### config.mk
export PLATFORM = sky130hd
export DESIGN_NAME = muldiv_hilo_unit_flat
export DESIGN_NICKNAME = d
export VERILOG_FILES = /design/src/rtl/muldiv_pkg.sv /design/src/rtl/muldiv_hilo_unit_if.sv /design/src/rtl/div_radix2_core.sv /design/src/rtl/muldiv_hilo_unit.sv /design/src/flat_wrapper.sv
export SDC_FILE = /design/constraint.sdc
export NUM_CORES = 2
export LEC_CHECK = 0
export CAP_MARGIN = 20
export CORE_MARGIN = 2
export CORE_UTILIZATION = 50
export DETAILED_ROUTE_END_ITERATION = 10
export PLACE_DENSITY = 0.76
export SYNTH_ARGS = -nofsm -noshare
export SYNTH_HDL_FRONTEND = slang
export SYNTH_SLANG_ARGS = --single-unit
### constraint.sdc
create_clock -name clk -period 11.33 [get_ports clk]
set_input_delay 3.399 -clock clk [delete_from_list [all_inputs] [get_ports clk]]
set_output_delay 3.399 -clock clk [all_outputs]
set_load 0.1 [all_outputs]
### src/rtl/muldiv_pkg.sv
// ---------------------------------------------------------------------------
// muldiv_pkg
// Shared definitions for the multiply/divide HI/LO unit:
//   - op encodings driven on op_i by the EX stage
//   - FSM state encodings of the top level
//   - small op-classification helpers used by the unit and its interface
// ---------------------------------------------------------------------------
package muldiv_pkg;

    localparam int OP_W = 3;

    typedef enum logic [OP_W-1:0] {
        OP_MULT  = 3'd0,
        OP_MULTU = 3'd1,
        OP_DIV   = 3'd2,
        OP_DIVU  = 3'd3,
        OP_MTHI  = 3'd4,
        OP_MTLO  = 3'd5
    } op_e;

    typedef enum logic [1:0] {
        ST_IDLE = 2'd0,
        ST_MUL  = 2'd1,
        ST_DIV  = 2'd2,
        ST_DONE = 2'd3
    } state_e;

    function automatic logic op_is_mul(input logic [OP_W-1:0] op);
        return (op == OP_MULT) || (op == OP_MULTU);
    endfunction

    function automatic logic op_is_div(input logic [OP_W-1:0] op);
        return (op == OP_DIV) || (op == OP_DIVU);
    endfunction

    function automatic logic op_is_signed(input logic [OP_W-1:0] op);
        return (op == OP_MULT) || (op == OP_DIV);
    endfunction

endpackage

### src/rtl/muldiv_hilo_unit_if.sv
// ---------------------------------------------------------------------------
// muldiv_hilo_unit_if
// Request/response bundle between the EX stage and the muldiv HI/LO unit.
//   start_i  op request valid        op_i     operation code (muldiv_pkg)
//   a_i/b_i  rs/rt operands          flush_i  abort in-flight op
//   stall_o  hazard-unit stall       done_o   1-cycle completion pulse
//   hi_o     HI register             lo_o     LO register
// master = EX stage side, slave = the unit.
// ---------------------------------------------------------------------------
interface muldiv_hilo_unit_if
    import muldiv_pkg::*;
#(
    parameter int WIDTH = 32
);
    logic             start_i;
    logic [OP_W-1:0]  op_i;
    logic [WIDTH-1:0] a_i;
    logic [WIDTH-1:0] b_i;
    logic             flush_i;
    logic             stall_o;
    logic             done_o;
    logic [WIDTH-1:0] hi_o;
    logic [WIDTH-1:0] lo_o;

    modport master (
        output start_i, op_i, a_i, b_i, flush_i,
        input  stall_o, done_o, hi_o, lo_o
    );

    modport slave (
        input  start_i, op_i, a_i, b_i, flush_i,
        output stall_o, done_o, hi_o, lo_o
    );
endinterface

### src/rtl/div_radix2_core.sv
// ---------------------------------------------------------------------------
// div_radix2_core
// Unsigned radix-2 restoring divider, one quotient bit per cycle.
//   clk/rst      clock, synchronous active-high reset
//   start_i      load operands and begin (takes priority over a running divide)
//   dividend_i   unsigned dividend        divisor_i   unsigned divisor
//   quotient_o   quotient                 remainder_o remainder
//   done_o       high during the final iteration; results hold from the
//                following cycle until the next start_i
// A divisor of zero yields an all-ones quotient; the caller overrides it.
// ---------------------------------------------------------------------------
module div_radix2_core #(
    parameter int WIDTH = 32
) (
    input  logic             clk,
    input  logic             rst,
    input  logic             start_i,
    input  logic [WIDTH-1:0] dividend_i,
    input  logic [WIDTH-1:0] divisor_i,
    output logic [WIDTH-1:0] quotient_o,
    output logic [WIDTH-1:0] remainder_o,
    output logic             done_o
);
    localparam int CNT_W = (WIDTH > 1) ? $clog2(WIDTH) : 1;
    localparam logic [CNT_W-1:0] CNT_LAST = CNT_W'(WIDTH - 1);
    localparam logic [CNT_W-1:0] CNT_ONE  = CNT_W'(1);
    localparam logic [CNT_W-1:0] CNT_ZERO = CNT_W'(0);

    logic [WIDTH-1:0] rem_q;
    logic [WIDTH-1:0] quo_q;
    logic [WIDTH-1:0] dvs_q;
    logic [CNT_W-1:0] cnt_q;
    logic             busy_q;

    logic [WIDTH:0]   shifted_s;
    logic             take_s;
    logic [WIDTH-1:0] rem_nx_s;
    logic             last_s;

    // Trial subtraction: the quotient register doubles as the dividend shifter.
    // When the subtraction is taken the result is below the divisor, so the
    // low WIDTH bits of the difference are exact.
    always_comb begin
        shifted_s = {rem_q, quo_q[WIDTH-1]};
        take_s    = (shifted_s >= {1'b0, dvs_q});
        if (take_s) begin
            rem_nx_s = shifted_s[WIDTH-1:0] - dvs_q;
        end else begin
            rem_nx_s = shifted_s[WIDTH-1:0];
        end
    end

    assign last_s = busy_q && (cnt_q == CNT_LAST);

    // Iteration state: load on start, then one restore step per cycle.
    always_ff @(posedge clk) begin
        if (rst) begin
            rem_q  <= {WIDTH{1'b0}};
            quo_q  <= {WIDTH{1'b0}};
            dvs_q  <= {WIDTH{1'b0}};
            cnt_q  <= CNT_ZERO;
            busy_q <= 1'b0;
        end else if (start_i) begin
            rem_q  <= {WIDTH{1'b0}};
            quo_q  <= dividend_i;
            dvs_q  <= divisor_i;
            cnt_q  <= CNT_ZERO;
            busy_q <= 1'b1;
        end else if (busy_q) begin
            rem_q  <= rem_nx_s;
            quo_q  <= {quo_q[WIDTH-2:0], take_s};
            cnt_q  <= cnt_q + CNT_ONE;
            busy_q <= !last_s;
        end else begin
            busy_q <= 1'b0;
        end
    end

    assign quotient_o  = quo_q;
    assign remainder_o = rem_q;
    assign done_o      = last_s;

endmodule

### src/rtl/muldiv_hilo_unit.sv
// ---------------------------------------------------------------------------
// muldiv_hilo_unit
// Multi-cycle multiply/divide unit owning the HI/LO registers (EX stage).
//   clk   clock             rst   synchronous active-high reset
//   bus   muldiv_hilo_unit_if.slave (start/op/a/b/flush in; stall/done/hi/lo out)
// MULT/MULTU finish MUL_STAGES+1 cycles after the start edge, DIV/DIVU
// WIDTH+1 cycles after it; MTHI/MTLO write in a single cycle without stalling.
// HI/LO are written on the edge that ends the DONE cycle (done_o high).
// ---------------------------------------------------------------------------
module muldiv_hilo_unit
    import muldiv_pkg::*;
#(
    parameter int WIDTH      = 32,
    parameter int MUL_STAGES = 2
) (
    input logic               clk,
    input logic               rst,
    muldiv_hilo_unit_if.slave bus
);
    localparam int MCNT_W = (MUL_STAGES > 1) ? $clog2(MUL_STAGES) : 1;
    localparam logic [MCNT_W-1:0] MCNT_LAST = MCNT_W'(MUL_STAGES - 1);
    localparam logic [MCNT_W-1:0] MCNT_ONE  = MCNT_W'(1);
    localparam logic [MCNT_W-1:0] MCNT_ZERO = MCNT_W'(0);
    localparam logic [WIDTH-1:0]  ALL_ONES  = {WIDTH{1'b1}};

    function automatic logic [WIDTH-1:0] abs_val(input logic [WIDTH-1:0] v);
        return v[WIDTH-1] ? (-v) : v;
    endfunction

    state_e             state_q, state_d;
    logic [MCNT_W-1:0]  mcnt_q, mcnt_d;
    logic [WIDTH-1:0]   hi_q, hi_d, lo_q, lo_d;
    // Operands carry one extra sign bit: zero for unsigned ops, so the same
    // datapath serves MULT/MULTU and the signed/unsigned divide fixup.
    logic [WIDTH:0]     opa_q, opb_q;
    logic               is_div_q;
    logic               bzero_q;
    logic [2*WIDTH-1:0] prod_q [MUL_STAGES];

    logic [OP_W-1:0]    op_s;
    logic               sgn_s;
    logic               accept_s;
    logic               muldiv_accept_s;
    logic               div_start_s;
    logic [WIDTH-1:0]   dividend_s, divisor_s;
    logic [2*WIDTH-1:0] mul_a_s, mul_b_s;
    logic [WIDTH-1:0]   quo_s, rem_s;
    logic               div_last_s;
    logic [WIDTH-1:0]   res_hi_s, res_lo_s;
    logic               done_s;
    logic               stall_s;

    assign op_s            = bus.op_i;
    assign sgn_s           = op_is_signed(op_s);
    // flush_i outranks a new request presented in the same cycle.
    assign accept_s        = (state_q == ST_IDLE) && bus.start_i && !bus.flush_i;
    assign muldiv_accept_s = accept_s && (op_is_mul(op_s) || op_is_div(op_s));
    assign div_start_s     = accept_s && op_is_div(op_s);
    assign dividend_s      = sgn_s ? abs_val(bus.a_i) : bus.a_i;
    assign divisor_s       = sgn_s ? abs_val(bus.b_i) : bus.b_i;

    // Only the low 2*WIDTH product bits are kept, so sign-extending the
    // latched operands to 2*WIDTH and multiplying modulo 2^(2*WIDTH) is exact.
    assign mul_a_s = {{(WIDTH-1){opa_q[WIDTH]}}, opa_q};
    assign mul_b_s = {{(WIDTH-1){opb_q[WIDTH]}}, opb_q};

    div_radix2_core #(.WIDTH(WIDTH)) u_div (
        .clk         (clk),
        .rst         (rst),
        .start_i     (div_start_s),
        .dividend_i  (dividend_s),
        .divisor_i   (divisor_s),
        .quotient_o  (quo_s),
        .remainder_o (rem_s),
        .done_o      (div_last_s)
    );

    // Result selection for the DONE cycle, including divide sign fixup.
    always_comb begin
        res_hi_s = hi_q;
        res_lo_s = lo_q;
        if (is_div_q) begin
            if (bzero_q) begin
                res_hi_s = opa_q[WIDTH-1:0];
                res_lo_s = ALL_ONES;
            end else begin
                res_hi_s = opa_q[WIDTH] ? (-rem_s) : rem_s;
                res_lo_s = (opa_q[WIDTH] ^ opb_q[WIDTH]) ? (-quo_s) : quo_s;
            end
        end else begin
            res_hi_s = prod_q[MUL_STAGES-1][2*WIDTH-1:WIDTH];
            res_lo_s = prod_q[MUL_STAGES-1][WIDTH-1:0];
        end
    end

    // FSM next state, multiply cycle counter and HI/LO write data.
    always_comb begin
        state_d = state_q;
        mcnt_d  = mcnt_q;
        hi_d    = hi_q;
        lo_d    = lo_q;
        done_s  = 1'b0;
        case (state_q)
            ST_IDLE: begin
                if (accept_s) begin
                    case (op_s)
                        OP_MULT, OP_MULTU: begin
                            state_d = ST_MUL;
                            mcnt_d  = MCNT_ZERO;
                        end
                        OP_DIV, OP_DIVU: state_d = ST_DIV;
                        OP_MTHI:         hi_d    = bus.a_i;
                        OP_MTLO:         lo_d    = bus.a_i;
                        default:         state_d = ST_IDLE;
                    endcase
                end else begin
                    state_d = ST_IDLE;
                end
            end
            ST_MUL: begin
                if (bus.flush_i) begin
                    state_d = ST_IDLE;
                end else if (mcnt_q == MCNT_LAST) begin
                    state_d = ST_DONE;
                end else begin
                    mcnt_d = mcnt_q + MCNT_ONE;
                end
            end
            ST_DIV: begin
                if (bus.flush_i) begin
                    state_d = ST_IDLE;
                end else if (div_last_s) begin
                    state_d = ST_DONE;
                end else begin
                    state_d = ST_DIV;
                end
            end
            ST_DONE: begin
                state_d = ST_IDLE;
                if (!bus.flush_i) begin
                    done_s = 1'b1;
                    hi_d   = res_hi_s;
                    lo_d   = res_lo_s;
                end else begin
                    done_s = 1'b0;
                end
            end
            default: state_d = ST_IDLE;
        endcase
    end

    // State, counter and HI/LO registers.
    always_ff @(posedge clk) begin
        if (rst) begin
            state_q <= ST_IDLE;
            mcnt_q  <= MCNT_ZERO;
            hi_q    <= {WIDTH{1'b0}};
            lo_q    <= {WIDTH{1'b0}};
        end else begin
            state_q <= state_d;
            mcnt_q  <= mcnt_d;
            hi_q    <= hi_d;
            lo_q    <= lo_d;
        end
    end

    // Operand capture for a multiply or divide accepted from IDLE.
    always_ff @(posedge clk) begin
        if (rst) begin
            opa_q    <= {(WIDTH+1){1'b0}};
            opb_q    <= {(WIDTH+1){1'b0}};
            is_div_q <= 1'b0;
            bzero_q  <= 1'b0;
        end else if (muldiv_accept_s) begin
            opa_q    <= {sgn_s & bus.a_i[WIDTH-1], bus.a_i};
            opb_q    <= {sgn_s & bus.b_i[WIDTH-1], bus.b_i};
            is_div_q <= op_is_div(op_s);
            bzero_q  <= (bus.b_i == {WIDTH{1'b0}});
        end else begin
            is_div_q <= is_div_q;
        end
    end

    // Product pipeline; its last stage is valid in the DONE cycle.
    always_ff @(posedge clk) begin
        if (rst) begin
            for (int i = 0; i < MUL_STAGES; i++) begin
                prod_q[i] <= {(2*WIDTH){1'b0}};
            end
        end else begin
            prod_q[0] <= mul_a_s * mul_b_s;
            for (int i = 1; i < MUL_STAGES; i++) begin
                prod_q[i] <= prod_q[i-1];
            end
        end
    end

    // Stall covers the issuing cycle in IDLE and every busy cycle, and drops
    // in DONE so the instruction leaves EX exactly once.
    assign stall_s = (state_q == ST_MUL) || (state_q == ST_DIV) ||
                     ((state_q == ST_IDLE) && bus.start_i &&
                      (op_is_mul(op_s) || op_is_div(op_s)));

    assign bus.stall_o = stall_s;
    assign bus.done_o  = done_s;
    assign bus.hi_o    = hi_q;
    assign bus.lo_o    = lo_q;

endmodule
### src/flat_wrapper.sv
// flat-port wrapper written by rule: the top's interface ports become plain ports
module muldiv_hilo_unit_flat import muldiv_pkg::*;
#(
    parameter int WIDTH      = 32,
    parameter int MUL_STAGES = 2
)
  (clk, rst, bus_start_i, bus_op_i, bus_a_i, bus_b_i, bus_flush_i, bus_stall_o, bus_done_o, bus_hi_o, bus_lo_o);
  muldiv_hilo_unit_if #(.WIDTH(WIDTH)) bus_i ();
  input logic clk;
  input logic rst;
  input wire logic [$bits(bus_i.start_i)-1:0] bus_start_i;
  input wire logic [$bits(bus_i.op_i)-1:0] bus_op_i;
  input wire logic [$bits(bus_i.a_i)-1:0] bus_a_i;
  input wire logic [$bits(bus_i.b_i)-1:0] bus_b_i;
  input wire logic [$bits(bus_i.flush_i)-1:0] bus_flush_i;
  output wire logic [$bits(bus_i.stall_o)-1:0] bus_stall_o;
  output wire logic [$bits(bus_i.done_o)-1:0] bus_done_o;
  output wire logic [$bits(bus_i.hi_o)-1:0] bus_hi_o;
  output wire logic [$bits(bus_i.lo_o)-1:0] bus_lo_o;
  assign bus_i.start_i = bus_start_i;
  assign bus_i.op_i = bus_op_i;
  assign bus_i.a_i = bus_a_i;
  assign bus_i.b_i = bus_b_i;
  assign bus_i.flush_i = bus_flush_i;
  assign bus_stall_o = bus_i.stall_o;
  assign bus_done_o = bus_i.done_o;
  assign bus_hi_o = bus_i.hi_o;
  assign bus_lo_o = bus_i.lo_o;
  muldiv_hilo_unit #(.WIDTH(WIDTH), .MUL_STAGES(MUL_STAGES)) u_core (.clk(clk), .rst(rst), .bus(bus_i));
endmodule
==> impl_results.md <==
* Cell mode on critical path: fa_1
* Hold slack at ~0.43 ns
* Worst EP arrival at 9.34 ns
* Worst path max stage delay at just over 0.8 ns
* Seq cells post-synth at 365
* Synth async-reset ratio at 0
* Final #Nets at 7704
* Vias in the first global route at 45600
* Fin. Hold Viols at 0
* DRT Pass-1 Iters at 5
* Layout Area Growth over Synthesis at 6.69%
* Worst-case vdd ir drop at about 0.11 mV
* Critical path peak fanout at 22
* Wirelength, routed at 164 mm
* Syn_area_per_cell at 8.82 µm²
* Routed len/inst at 21.1 µm
* Area share of the largest cell type after synthesis at 0.400
* Clock latency on the worst-skew pair at slightly below 0.6 ns
* Setup violators final at 0
* Worst endpoint required time at 11.75 ns
* Pleak at 28.7 nW
* Number of synthesized flops with an enable pin at 0
* Top-Level Pins at between 100 and 150
* Core area at about 0.11 mm²
* Chip height at 340 µm
* Yosys warns at 0
* Clk sink count at between 300 and 400
* Worst slew pin tran at 1.17 ns
* Layout cells sized above 1 at 0.0333
* Top cells by area, synth: fa_1, dfxtp_1, inv_1
* Switching Fraction at 0.341
* Routed vias at around 44000
* Placer's final routability congestion estimate at 0.965
* Final min period at 8.92 ns
* Synth unique cells at 80
* Max stage delay cell, worst path: dfxtp_1
* Register area share after synthesis at 0.130
* IO buf count at 136
* CTS tree: yes
* Top cells by instance count after synthesis: inv_1, fa_1, nand2_1, and2_1, clkbuf_1
* Rows at around 120
* Fin Setup TNS at 0 ns
* RSZ-0062 raised after global routing: false
* Hold Path Class: register to register
* Synth area leader: fa_1
* Starting DRT DRC Count at 3487
* Initial antenna violation count at 6
* Seq pwr share at 0.374
* Mapped cell area at 0.0563 mm²
* Layout fillers at between 10000 and 15000
* Via/cell ratio at 5.65
* Combinational share of power at 0.246
* Outcome: finished clean
* Cell Pwr Density at 61.3 mW/mm²
* Initial Utilization at 0.503
* Clock power frac at 0.380
* Crit share post-route at 0.788
* Clock skew at ~0.030 ns
* DRC errors left at 0
* Sw power at 1.26 mW
* Syn Nets at 7839
* Most common cell in the netlist: inv_1
* Endpoint class of the critical path: register
* Final number of max-transition violations at 0
* Die ar. at 0.115 mm²
* CTS buffer count at 40
* Internal Power at 2.43 mW
* Syn Inst Count at 6388
* Worst Setup Start Kind: register
* Primary FF master, synth: dfxtp_1
* First-pass GRT wire length at 259 mm
* Post-DP HPWL at approximately 130 mm
* Clock-pin slew on the worst setup and hold paths at ~0.06 ns
* Max-Cap Viols at 0
* Normalized max-slew margin at 0.221
* # Post-CTS Setup Buffers at 0
* CTS root buf: clkbuf_16
* Largest net degree at the start of global routing at 99
* Tot GR Track Use at 0.287
* Routed Antenna Nets at 0
* CTS max path bufs at 3
* Post-CTS Resized at 0
* Die Span X at 340 µm
* FMAX at approximately 0.11 GHz
* H-tree depth at 2
* WS Path Type: register to register
* GRT overflow at 0
* Hold_buf cts at 0
[cells by family after synthesis]
family	Yosys count	share of synthesized area
xor gates and xnor gates	214	0.0333
buffers and inverters	1554	0.105
AOI/OAI and AO/OA	742	0.0850
adders and majority gates	1380	0.457
muxes	63	0.0114
and+or+nand+nor	2070	0.179
DFF	365	0.130
[cell usage in the layout (no fill, tap or decap), types with 40 or more instances in the layout]
master | netlist | final
a211oi_1 | 95 | 95
and2_1 | 552 | 551
a31oi_1 | 45 | 45
xor2_1 | 102 | 102
o21ai_0 | 132 | 132
ha_1 | 254 | 253
nor2_1 | 293 | 291
nor2b_1 | 123 | 123
clkdlybuf4s50_1 | 0 | 135
a21oi_1 | 223 | 223
dfxtp_1 | 365 | 357
mux2i_1 | 53 | 53
inv_1 | 1147 | 1147
buf_4 | 0 | 93
clkbuf_16 | 0 | 40
nand2_1 | 863 | 862
fa_1 | 1126 | 1126
a21o_1 | 49 | 49
xnor2_1 | 112 | 112
[registers in the layout, summed over array words and instances, names as in the netlist, 2 cells and up]
name	cells
u_core.opa_q	33
u_core.u_div.dvs_q	32
u_core.u_div.remainder_o	32
u_core.u_div.quotient_o	32
u_core.bus.lo_o	32
u_core.prod_q	128
u_core.opb_q	33
u_core.u_div.cnt_q	5
u_core.bus.hi_o	32
u_core.state_q	2
[cell type report]
type / instances / area [µm²] / share of cell area
sequential: 365 / 7320 / 0.122
antenna: 1 / 2.50 / 0.0000416
clock buffer: 52 / 1100 / 0.0182
inverter: 1148 / 4310 / 0.0717
tap: 1500 / 1880 / 0.0312
clock inverter: 18 / 275 / 0.00458
multi-input combinational: 4469 / 43100 / 0.718
timing repair buffer: 229 / 2060 / 0.0344
[metrics by stage]
step	setup WS [ns]	instance area (µm²)	std cells	power [mW]	utilization
floorplan	2.59	56300	6388	1.99	-
global placement	2.58	58700	7710	2.28	0.524
detailed placement	2.52	58700	7710	2.29	0.524
CTS	2.50	60100	7780	3.68	0.536
global route	2.08	60100	7781	3.82	0.536
finish	2.41	60100	7782	3.69	0.536
[routing by layer]
| metal | track usage | routed length, µm | up-vias |
|---|---|---|---|
| li1 | - | - | 19200 |
| met1 | 0.367 | 63000 | 22300 |
| met4 | 0.150 | 9950 | 2 |
| met2 | 0.473 | 78000 | 1967 |
| met3 | 0.0417 | 13300 | 491 |
| met5 | 0 | 7 | - |
[final timing paths]
path,depth (start not counted),endpoint,from,slack [ns]
max,26,u_core.prod_q[0][63],u_core.opa_q[19],2.41
min,1,u_core.prod_q[0][83],u_core.prod_q[0][19],0.43
max reg2reg,26,u_core.prod_q[0][63],u_core.opa_q[19],2.41
min reg2reg,1,u_core.prod_q[0][83],u_core.prod_q[0][19],0.43
[worst max-delay path: cells and delay by family (launching register included)]
family	cells	cell delay, ns
AOI/OAI and AO/OA	4	1.50
buffers and inverters	6	0.91
DFF	1	0.81
xor gates and xnor gates	1	0.19
and+or+nand+nor	6	0.94
adders and majority gates	9	4.40
[power by group through the flow]
stage	combinational, mW	clock, mW	sequential, mW
2_1_floorplan	0.583	0	1.41
3_3_place_gp	0.876	0	1.40
3_5_place_dp	0.885	0	1.40
4_1_cts	0.891	1.41	1.38
5_1_grt	0.982	1.46	1.38
6_report	0.905	1.40	1.38
Note: power is estimated with default switching activity, not from simulation.
